===== src/rtl/axilregs_pkg.sv =====
// Register-block types shared by the AES-UART core: BRR layout and baud-generator constants.
// The fractional divider is enabled by defining AES_UART_BAUD_FRAC_EN.
package axilregs_pkg;

  localparam int MANT_W       = 12;
  localparam int FRAC_W       = 4;
  localparam int PHASE_W      = 4;
  localparam int OS_RATE      = 16;
  localparam int RX_MID_PHASE = 7;

  typedef struct packed {
    logic [15:0]       rsvd;
    logic [MANT_W-1:0] mantissa;
    logic [FRAC_W-1:0] fraction;
  } brr_reg_t;

  // Advance an oversample phase, wrapping after OS_RATE-1.
  function automatic logic [PHASE_W-1:0] phase_inc(input logic [PHASE_W-1:0] ph);
    logic [PHASE_W-1:0] nxt;
    if (ph == PHASE_W'(OS_RATE - 1)) begin
      nxt = {PHASE_W{1'b0}};
    end else begin
      nxt = ph + {{(PHASE_W-1){1'b0}}, 1'b1};
    end
    return nxt;
  endfunction

endpackage


===== src/rtl/uart_frac_div.sv =====
// Fractional baud divider: BRR shadow register, down-counter, fraction accumulator and os_tick.
// Accumulator exists only when AES_UART_BAUD_FRAC_EN is defined; otherwise periods are exactly mantissa.
module uart_frac_div
  import axilregs_pkg::*;
#(
  parameter int CNT_W = MANT_W
) (
  input  logic              clk,
  input  logic              rst,
  input  logic              en,
  input  logic [MANT_W-1:0] brr_mant,
  input  logic [FRAC_W-1:0] brr_frac,
  input  logic              brr_wr,
  output logic              tick,
  output logic              restart,
  output logic              os_tick,
  output logic              cfg_err
);

  localparam logic [CNT_W-1:0] ZERO_C = {CNT_W{1'b0}};
  localparam logic [CNT_W-1:0] ONE_C  = {{(CNT_W-1){1'b0}}, 1'b1};

  logic             en_d_r;
  logic [CNT_W-1:0] mant_r;
  logic [CNT_W-1:0] mant_nxt_s;
  logic [CNT_W-1:0] cnt_r;
  logic [CNT_W-1:0] cnt_nxt_s;
  logic             latch_s;
  logic             active_s;
  logic             tick_s;
  logic             carry_s;
  logic             cfg_err_nxt_s;
  logic             os_tick_r;
  logic             cfg_err_r;

  // A BRR write or an enable rising edge both reload the shadow and restart the divider.
  assign latch_s    = brr_wr | (en & ~en_d_r);
  assign mant_nxt_s = latch_s ? CNT_W'(brr_mant) : mant_r;
  assign active_s   = en & (mant_r != ZERO_C);
  assign tick_s     = active_s & (cnt_r == ZERO_C) & ~latch_s;

`ifdef AES_UART_BAUD_FRAC_EN
  logic [FRAC_W-1:0] frac_r;
  logic [FRAC_W-1:0] frac_nxt_s;
  logic [FRAC_W-1:0] acc_r;
  logic [FRAC_W-1:0] acc_nxt_s;
  logic [FRAC_W:0]   sum_s;

  // Fraction shadow and accumulator; the carry stretches one period by a clock.
  always_comb begin
    sum_s      = {1'b0, acc_r} + {1'b0, frac_r};
    carry_s    = 1'b0;
    frac_nxt_s = frac_r;
    acc_nxt_s  = acc_r;
    if (latch_s) begin
      frac_nxt_s = brr_frac;
      acc_nxt_s  = {FRAC_W{1'b0}};
    end else if (!en) begin
      acc_nxt_s  = {FRAC_W{1'b0}};
    end else if (tick_s) begin
      carry_s    = sum_s[FRAC_W];
      acc_nxt_s  = sum_s[FRAC_W-1:0];
    end else begin
      acc_nxt_s  = acc_r;
    end
  end

  // Fraction state registers.
  always_ff @(posedge clk or posedge rst) begin
    if (rst) begin
      frac_r <= {FRAC_W{1'b0}};
      acc_r  <= {FRAC_W{1'b0}};
    end else begin
      frac_r <= frac_nxt_s;
      acc_r  <= acc_nxt_s;
    end
  end
`else
  logic [FRAC_W-1:0] frac_unused_s;
  assign frac_unused_s = brr_frac;
  assign carry_s       = 1'b0;
`endif

  // Counter next state: restart and disabled both park it at mantissa-1.
  always_comb begin
    cnt_nxt_s = cnt_r;
    if (latch_s) begin
      cnt_nxt_s = mant_nxt_s - ONE_C;
    end else if (!en) begin
      cnt_nxt_s = mant_r - ONE_C;
    end else if (tick_s) begin
      cnt_nxt_s = mant_r - ONE_C + {{(CNT_W-1){1'b0}}, carry_s};
    end else if (active_s) begin
      cnt_nxt_s = cnt_r - ONE_C;
    end else begin
      cnt_nxt_s = cnt_r;
    end
    cfg_err_nxt_s = en & (mant_nxt_s == ZERO_C);
  end

  // Divider state and registered outputs.
  always_ff @(posedge clk or posedge rst) begin
    if (rst) begin
      en_d_r    <= 1'b0;
      mant_r    <= ZERO_C;
      cnt_r     <= ZERO_C;
      os_tick_r <= 1'b0;
      cfg_err_r <= 1'b0;
    end else begin
      en_d_r    <= en;
      mant_r    <= mant_nxt_s;
      cnt_r     <= cnt_nxt_s;
      os_tick_r <= tick_s;
      cfg_err_r <= cfg_err_nxt_s;
    end
  end

  assign tick    = tick_s;
  assign restart = latch_s;
  assign os_tick = os_tick_r;
  assign cfg_err = cfg_err_r;

endmodule


===== src/rtl/aes_uart_baudgen.sv =====
// AES-UART baud generator top: fractional divider plus TX/RX oversample phase counters and tick decode.
// Optional fractional divide is built when AES_UART_BAUD_FRAC_EN is defined.
module aes_uart_baudgen
  import axilregs_pkg::*;
#(
  parameter int CNT_W = 12
) (
  input  logic               clk,
  input  logic               rst,
  input  logic               en,
  input  brr_reg_t           brr,
  input  logic               brr_wr,
  input  logic               rx_sync,
  output logic               os_tick,
  output logic               tx_bit_tick,
  output logic               rx_sample_tick,
  output logic [PHASE_W-1:0] rx_os_phase,
  output logic               cfg_err
);

  logic               tick_s;
  logic               restart_s;
  logic [PHASE_W-1:0] tx_phase_r;
  logic [PHASE_W-1:0] tx_phase_nxt_s;
  logic [PHASE_W-1:0] rx_phase_r;
  logic [PHASE_W-1:0] rx_phase_nxt_s;
  logic               tx_bit_tick_nxt_s;
  logic               rx_sample_tick_nxt_s;
  logic               tx_bit_tick_r;
  logic               rx_sample_tick_r;
  logic [15:0]        rsvd_unused_s;

  assign rsvd_unused_s = brr.rsvd;

  uart_frac_div #(
    .CNT_W (CNT_W)
  ) u_div (
    .clk      (clk),
    .rst      (rst),
    .en       (en),
    .brr_mant (brr.mantissa),
    .brr_frac (brr.fraction),
    .brr_wr   (brr_wr),
    .tick     (tick_s),
    .restart  (restart_s),
    .os_tick  (os_tick),
    .cfg_err  (cfg_err)
  );

  // Phase counters; rx_sync realigns only the RX phase and wins over a coincident tick.
  always_comb begin
    tx_phase_nxt_s = tx_phase_r;
    rx_phase_nxt_s = rx_phase_r;
    if (restart_s || !en) begin
      tx_phase_nxt_s = {PHASE_W{1'b0}};
      rx_phase_nxt_s = {PHASE_W{1'b0}};
    end else begin
      if (tick_s) begin
        tx_phase_nxt_s = phase_inc(tx_phase_r);
      end else begin
        tx_phase_nxt_s = tx_phase_r;
      end
      if (rx_sync) begin
        rx_phase_nxt_s = {PHASE_W{1'b0}};
      end else if (tick_s) begin
        rx_phase_nxt_s = phase_inc(rx_phase_r);
      end else begin
        rx_phase_nxt_s = rx_phase_r;
      end
    end
    tx_bit_tick_nxt_s    = tick_s & (tx_phase_r == PHASE_W'(OS_RATE - 1));
    rx_sample_tick_nxt_s = tick_s & ~rx_sync & (rx_phase_r == PHASE_W'(RX_MID_PHASE));
  end

  // Phase registers and decoded tick outputs, aligned with os_tick.
  always_ff @(posedge clk or posedge rst) begin
    if (rst) begin
      tx_phase_r       <= {PHASE_W{1'b0}};
      rx_phase_r       <= {PHASE_W{1'b0}};
      tx_bit_tick_r    <= 1'b0;
      rx_sample_tick_r <= 1'b0;
    end else begin
      tx_phase_r       <= tx_phase_nxt_s;
      rx_phase_r       <= rx_phase_nxt_s;
      tx_bit_tick_r    <= tx_bit_tick_nxt_s;
      rx_sample_tick_r <= rx_sample_tick_nxt_s;
    end
  end

  assign tx_bit_tick    = tx_bit_tick_r;
  assign rx_sample_tick = rx_sample_tick_r;
  assign rx_os_phase    = rx_phase_r;

endmodule


===== config.mk =====
export PLATFORM = sky130hd
export DESIGN_NAME = aes_uart_baudgen
export DESIGN_NICKNAME = d
export VERILOG_FILES = /design/src/rtl/axilregs_pkg.sv /design/src/rtl/uart_frac_div.sv /design/src/rtl/aes_uart_baudgen.sv
export SDC_FILE = /design/constraint.sdc
export NUM_CORES = 1
export LEC_CHECK = 0
export CAP_MARGIN = 20
export CORE_ASPECT_RATIO = 0.7
export CORE_MARGIN = 3
export CORE_UTILIZATION = 37
export CTS_CLUSTER_DIAMETER = 150
export DETAILED_ROUTE_END_ITERATION = 12
export PLACE_DENSITY_LB_ADDON = 0.05
export REMOVE_ABC_BUFFERS = 1
export SETUP_SLACK_MARGIN = 0.15
export SYNTH_ARGS = -nofsm -noshare
export SYNTH_HDL_FRONTEND = slang
export SYNTH_HIERARCHICAL = 1
export SYNTH_SLANG_ARGS = --single-unit

===== constraint.sdc =====
create_clock -name clk -period 2.45 [get_ports clk]
set_input_delay 0.49 -clock clk [delete_from_list [all_inputs] [get_ports clk]]
set_output_delay 0.49 -clock clk [all_outputs]
set_load 0.02 [all_outputs]

* Yosys cells after proc, flatten, opt, wreduce, memory -nomap -nowiden *
Cells that the tools add are included.

operators by class
  mux-type cells = 12
  add/subtract/negate cells = 5
  equality and inequality tests = 4
  bitwise operators = 12
  reductions and logical operators = 7

operators with widths
  operator                                                                 count
  12-bit two-way mux                                                       5
  12-bit by 1-bit subtractor with 12-bit output, second input constant     3
  4-bit two-way mux                                                        7
  12-bit zero test                                                         2
  12-bit nonzero test                                                      1
  4-bit by 1-bit adder with 4-bit output, second input constant            2
  1-bit bitwise AND                                                        8
  4-bit equality test, second input constant                               2
  4-bit by 3-bit equality test with 1-bit output, second input constant    1
  4-bit by 1-bit inequality test with 1-bit output, second input constant  1
  1-bit inverter                                                           3
  3-bit nonzero test                                                       1
  2-bit nonzero test                                                       1
  1-bit zero test                                                          1
  1-bit logical OR                                                         1
  1-bit OR                                                                 1

storage, ports and cells
  logic and storage cells = 49
  output and inout port bits = 8
  register bits after elaboration = 37
  bits of input ports = 37

* Longest topological paths before layout *
Gate-level depths: netlist (run 1).

  depth after elaboration = 8
  gate-level depth with buffers = 13
  mapped depth without buffers = 12

* Cells and area by module *
The synthesis (run 1) kept the hierarchy.

by module, submodules not included
  module            times used  area an instance (sq um)  sequential area each (sq um)  cells an instance
  uart_frac_div     1           1846.8                    675.6                         223
  aes_uart_baudgen  1           499.2                     250.2                         49

* Worst setup path before layout (run 1) *
Ideal clock, no wire load.

  path type = input-to-reg
  from = in brr_wr
  to = reg u_div.cnt_r[8]
  cell stages on the path = 11
  path slack = -0.112 ns
  data arrival time = 2.480 ns
  buffers on the path = 1
  data required time = 2.367 ns
  cells stage by stage = a21oi_1 -> inv_1 -> clkbuf_1 -> mux2i_1 -> ha_1 -> nand2b_1 -> or3_1 -> nor4_1 -> xor2_1 -> o21ai_0 -> o21ai_0

between the ends
  longest elaborated chain between the ends = 6
  elaborated cells between the ends (all ways) = 9
  classes of those cells = 1 x add/sub; 1 x eq/ne; 4 x mux; 3 x bitwise

RTL lines
  item                                                                                   RTL line                text
  from (decl)                                                                            aes_uart_baudgen.sv:12  input logic brr_wr,
  1-bit OR *                                                                             uart_frac_div.sv:37     assign latch_s = brr_wr | (en & ~en_d_r);
  branches (longest 5 deep; another with 12-bit by 1-bit subtractor with 12-bit output)  --
  to (signal assigned)                                                                   uart_frac_div.sv:112    cnt_r <= cnt_nxt_s;
  to (decl)                                                                              uart_frac_div.sv:26     logic [CNT_W-1:0] cnt_r;

Mark *: on every way between the ends.
A chain may end at the register's enable or synchronous reset.

* Worst setup path after layout (run 1) *
  from = reg u_div.cnt_r[3]
  to = reg u_div.cnt_r[4]

between the ends
  longest elaborated chain between the ends = 6
  elaborated cells between the ends (all ways) = 9
  classes of those cells = 1 x add/sub; 1 x eq/ne; 4 x mux; 2 x bitwise; 1 x reduce/logical

RTL lines
  item
  branches (longest 6 deep; another with 12-bit by 1-bit subtractor with 12-bit output)

Several ways; the timed one is not identified. The select of a mux whose other input is x is not followed.

==> flow_summary.yaml, run 1 <==
synthesis:
  ys_warn_count: 6
  synth_area_leaders: "dfrtp_1 (39%), nand2_1 (8.8%), xnor2_1 (5.6%), xor2_1 (5.2%), a21oi_1 (3.8%)"
  syn_inst: 272
  synth.distinct_cells: 42
  yosysTopAreaCell: "dfrtp_1"
  synth_top_area_share_pct: 39.5
  synth.avg_cell_area_um2: 8.63
  yosysSeqAreaShare_pct: 39.5
  syn_area_um2: 2350
  ys_seq_elements: 37
die:
  rows: 23
  dieArea_um2: 7350
  pin_count: 45
  core_um2: 5930
  die-height_um: 72.6
  dieWidth_um: 101
  initial_core_util_pct: 39.6
place:
  hpwlAfterDp_um: 4740
  dpl_worst_slack_ns: -0.568
  gp_congestion: 0.837
  portBuffers: 24
sta:
  rsz0062_at_grt: "true"
  max_slew_margin_pct: 71.9
  max_slew.worst_pin.slew_ns: 0.421
  finalHoldViolCount: 0
  finalCritPeriodShare_pct: 93.7
  fmax_mhz: 436
  finalCriticalPeriod_ns: 2.30
  whs_ns: 0.517
  setup_viol: 0
  finalMaxSlewViolations: 0
  clock-skew-final_ns: 0.00446
  finalWorstSetupSlack_ns: 0.154
  fin_setup_tns_ns: 0
routing:
  vias: 2130
  routed_wl_um: 6520
  via_per_inst: 5.11
  drt_iter0_drc: 114
  drc_errors: 0
  dr.pass1.iters: 5
  wl_per_cell_um: 15.6
  ant_nets: 0
critical_path:
  reg2regPathDepth: 5
  start_kind: "flip-flop"
  ff2ff_setup_slack_ns: 0.15
  slowest_delay_ns: 0.61
  cp_slowest_cell: "or4_4"
  crit_family: "compound AO/OA/AOI/OAI gates"
  endpoint_kind: "flip-flop"
  critPathKind: "flip-flop to flip-flop"
  worstReg2RegEnd: "u_div/cnt_r[4]"
  path_max_fanout: 11
  worstPathArrival_ns: 2.47
  crit_chain: "or4_4, o41ai_2, buf_4, a31oi_1, a221o_1"
  reg2reg_from: "u_div/cnt_r[3]"
  cp.required_ns: 2.62
  cp.buffers_inverters: 1
global_route:
  grt_use_total_pct: 19.3
  grt_start_max_net_pins: 28
  top_usage_layer: "met1"
  antenna_found_initial: 0
  global_route.usage.met3_pct: 3.25
  grt_use_met1_pct: 31.7
  first_global_vias: 2054
  grt_first_pass_wirelength_um: 10900
  overflow: 0
  grt_use_met2_pct: 25.2
clock_tree:
  cts_root_buf: "clkbuf_8"
  cts_buffers: 5
  clk_latency_ns: 0.29
  clock_sinks: 37
  ctsHoldBuffers: 0
  cts_max_level: 2
  clk_pin_slew_worst_paths_ns: 0.08
  cts_tree: "built"
  cts_max_path_buffers: 2
power_and_ir_drop:
  vdd_ir_drop_max_mv: 0.294
  p_per_area_nw_per_um2: 509
  leakage_nw: 1.44
layout:
  drive_gt1_share_pct: 24.6
  syn2layout_area_growth_pct: 37.6
  fill_cells: 568
  fin_util_pct: 54.5
  antennaDiodeCount: 0
  final_nets: 385
job:
  maxCapViolations: 0
worst_hold_path:
  hold_path_class: "primary input to async pin"
run_status:
  status: "finished, final reports clean"
## sequential cells by signal (all words and copies together) (netlist names)
signal	flops
u_div/mant_r	12
u_div/en_d_r	1
rx_sample_tick	1
u_div/cfg_err	1
rx_os_phase	4
u_div/cnt_r	12
tx_phase_r	4
tx_bit_tick	1
u_div/os_tick	1
## worst register-to-register path, stage by stage, from the launching register on
cell	delay, ns
dfrtp_1	0.47
or4_4	0.61
o41ai_2	0.41
buf_4	0.25
a31oi_1	0.11
a221o_1	0.33
## timing repair
action	CTS	global route
setup buffers	9	4
setup endpoints to repair	11	20
hold endpoints to repair	0	0
pin swaps	18	15
gates resized for setup	27	15
## cells in the final DEF (no fill, tap or decap), types with 6 or more instances in the layout
cell,n
nand2_1,52
buf_4,43
dfrtp_1,37
clkdlybuf4s50_1,22
nor2_1,21
a21oi_1,16
xnor2_1,15
xor2_1,14
inv_1,9
o21ai_1,8
nand3_1,7
or3_1,6
clkbuf_8,6
## power breakdown
part           internal [W]  switching [W]
registers          0.000656      0.0000537
logic              0.000175       0.000195
clock network      0.000331       0.000233
## per-stage QoR
step,power [W],instance area [µm²],instances
CTS,0.00164,3150,413
global route,0.00174,3230,417
floorplan,0.000896,2280,262
finish,0.00164,3230,417
global placement,0.00105,2880,396
detailed placement,0.00105,2880,396
## routing by layer
metal	routed length (µm)	up-vias
li1	-	1064
met1	3620	996
met2	2460	63
met5	0	-
met4	72	0
met3	361	7
## layout make-up
| class | count | area (µm²) | area share (%) |
|---|---|---|---|
| multi-input cells | 215 | 1430 | 44.3 |
| well taps | 75 | 93.8 | 2.91 |
| inverters | 10 | 37.5 | 1.16 |
| clock inverters | 2 | 37.5 | 1.16 |
| clock buffers | 6 | 82.6 | 2.56 |
| flip-flops and latches | 37 | 926 | 28.7 |
| repair buffers | 72 | 621 | 19.2 |
## logic make-up (layout without fill, tap and decap cells)
kind of cell    after synthesis  in the layout  share of synthesized area [%]
compound gates               48             48                           12.1
xor+xnor                     29             29                           10.8
fa+ha+maj                     7              7                           3.73
buf+inv                      20             90                           4.59
flops                        37             37                           39.5
mux                           6              6                           2.61
simple gates                125            125                           26.7
## worst max-delay path by stage
stage	start	endpoint	slack, ns	cells after the start
CTS	u_div/mant_r[0]	tx_phase_r[2]	0.10	11
finish	u_div/cnt_r[3]	u_div/cnt_r[4]	0.15	5
global route	u_div/mant_r[0]	tx_phase_r[2]	0.06	11
global placement	en	u_div/cnt_r[8]	-0.54	12
floorplan	brr_wr	u_div/cnt_r[8]	-1.06	10
detailed placement	en	u_div/cnt_r[8]	-0.57	12
## cell usage after synthesis
library cell and instances:
buf_2 2, o21ai_1 3, nor4_1 7, nand3b_1 2
o21ai_0 11, a31oi_1 1, or4_1 2, and2_1 3
or3_1 7, inv_1 10, nand3_1 7, nand2_1 55
nor2b_1 1, o31ai_1 2, o211ai_1 2, xor2_1 14
xnor2_1 15, a2111oi_0 1, nand2b_1 5, nor4b_1 1
a21boi_0 1, clkbuf_1 4, or4b_4 1, buf_6 4
nor4bb_1 1, and3b_1 1, nor2_1 23, a21oi_1 18
ha_1 7, nand2_4 2, mux2_2 1, mux2i_1 5
nor2_2 1, dfrtp_1 37, nor4_4 1, nor3_1 3
a211oi_1 1, or4_4 1, o41ai_2 1, a221o_1 1
or2_1 1, o22ai_1 6
(Power assumes the default switching activity.)
==> run 2, diff against run 1 <==
--- a/config.mk
+++ b/config.mk
@@ -11,9 +11,10 @@
 export CORE_UTILIZATION = 37
 export CTS_CLUSTER_DIAMETER = 150
 export DETAILED_ROUTE_END_ITERATION = 12
+export HOLD_SLACK_MARGIN = 0.05
 export PLACE_DENSITY_LB_ADDON = 0.05
 export REMOVE_ABC_BUFFERS = 1
-export SETUP_SLACK_MARGIN = 0.15
+export SETUP_SLACK_MARGIN = 0.4
 export SYNTH_ARGS = -nofsm -noshare
 export SYNTH_HDL_FRONTEND = slang
 export SYNTH_HIERARCHICAL = 1
==> flow_summary.yaml, run 2 (same netlist as run 1, synthesis figures left out) <==
sta:
  finalCritPeriodShare_pct: 95.9
  fmax_mhz: 425
  max_slew.worst_pin.slew_ns: 0.405
  finalCriticalPeriod_ns: 2.35
  finalMaxSlewViolations: 0
  rsz0062_at_grt: "true"
  clock-skew-final_ns: 0.00399
  setup_viol: 0
  finalHoldViolCount: 0
  max_slew_margin_pct: 72.7
critical_path:
  worstPathArrival_ns: 2.52
  crit_chain: "or4_4, o41ai_2, buf_4, a31oi_1, a221o_1"
  slowest_delay_ns: 0.60
  cp.required_ns: 2.62
  crit_family: "compound AO/OA/AOI/OAI gates"
  cp.buffers_inverters: 1
  critPathKind: "flip-flop to flip-flop"
  endpoint_kind: "flip-flop"
  start_kind: "flip-flop"
  path_max_fanout: 6
  cp_slowest_cell: "or4_4"
layout:
  fill_cells: 543
  syn2layout_area_growth_pct: 45.2
  layout_commonest_cell: "nand2_1"
  drive_gt1_share_pct: 33.1
  antennaDiodeCount: 0
  fin_util_pct: 57.5
  biggestRegsByFlops: "u_div/cnt_r (12), u_div/mant_r (12)"
  design_area_um2: 3410
  final_cell_mix: "nand2_1 (50), dfrtp_1 (37), buf_4 (36)"
  final_nets: 387
die:
  dieWidth_um: 101
  initial_core_util_pct: 39.6
  dieArea_um2: 7350
  rows: 23
  core_um2: 5930
  die-height_um: 72.6
  pin_count: 45
global_route:
  grt_use_met1_pct: 33.0
  grt_use_met2_pct: 27.2
  first_global_vias: 2107
  grt_start_max_net_pins: 28
  global_route.usage.met3_pct: 3.25
  top_usage_layer: "met1"
  antenna_found_initial: 0
  grt_use_total_pct: 20.3
  grt_first_pass_wirelength_um: 11500
  overflow: 0
clock_tree:
  clock_sinks: 37
  cts_tree: "built"
  cts_buffers: 5
  cts_root_buf: "clkbuf_8"
  clk_latency_ns: 0.30
  cts_max_level: 2
  cts_max_path_buffers: 2
  clk_pin_slew_worst_paths_ns: 0.08
place:
  portBuffers: 24
  gp_congestion: 0.837
  hpwlAfterDp_um: 4740
  placed_cell_area_um2: 2880
routing:
  ant_nets: 0
  drt_iter0_drc: 82
  dr.pass1.iters: 4
  wl_per_cell_um: 16.3
  routed_wl_um: 6850
  drc_errors: 0
  via_per_inst: 5.20
  vias: 2179
run_status:
  status: "finished, final reports clean"
power_and_ir_drop:
  leakage_nw: 1.45
  vdd_ir_drop_max_mv: 0.304
  p_per_area_nw_per_um2: 495
job:
  maxCapViolations: 0
worst_hold_path:
  hold_path_class: "primary input to async pin"
run 2: cell types whose count changed in the layout (fill, tap and decap cells not counted), sizes merged:
cell and delta:
buf +2
run 2: layer usage:
metal | wire (µm) | up-vias
li1 | - | 1074
met1 | 3620 | 1033
met2 | 2720 | 65
met3 | 435 | 7
met4 | 71 | 0
met5 | 0 | -
run 2: layout make-up:
type | instances | area (µm²) | share of cell area, %
sequential | 37 | 926 | 27.2
multi-input combinational | 215 | 1570 | 46.0
clock inverter | 2 | 37.5 | 1.10
tap | 75 | 93.8 | 2.76
clock buffer | 6 | 82.6 | 2.42
inverter | 10 | 37.5 | 1.10
timing repair buffer | 74 | 663 | 19.5
run 2: path summary, 6_finish.rpt:
path / slack (ns) / end / depth (start not counted) / startpoint
max reg2reg: 0.1 / u_div/cnt_r[4] / 5 / u_div/cnt_r[3]
min in group clk: 0.53 / u_div/mant_r[10] / 2 / u_div/mant_r[10]
max in group asynchronous: 1.57 / u_div/mant_r[11] / 3 / rst
max: 0.1 / u_div/cnt_r[4] / 5 / u_div/cnt_r[3]
min reg2reg: 0.53 / u_div/mant_r[10] / 2 / u_div/mant_r[10]
min: 0.52 / tx_bit_tick / 2 / rst
run 2: metrics by stage:
stage / power, W / setup slack (ns) / setup TNS, ns / std cells / hold WS [ns]
finish: 0.00168 / 0.0995 / 0 / 419 / 0.516
global route: 0.00177 / 0.0323 / 0 / 419 / 0.561
CTS: 0.00168 / 0.100 / 0 / 416 / 0.523
detailed placement: 0.00105 / -0.568 / -3.08 / 396 / 0.496
global placement: 0.00105 / -0.544 / -3.16 / 396 / 0.500
floorplan: 0.000896 / -1.06 / -8.69 / 262 / 0.330
run 2: repair_timing:
item                                    in CTS  in global routing
hold buffers                                 0                  0
buffers inserted                            11                  3
resized for setup                           69                 13
cloned                                       1                  0
endpoints found under the setup margin      24                 24
pin swaps                                   32                 10
run 2: power breakdown:
part / internal [W] / switching, W / total [W]
sequential: 0.000656 / 0.0000559 / 0.000712
clock: 0.000331 / 0.000240 / 0.000571
combinational: 0.000187 / 0.000215 / 0.000401
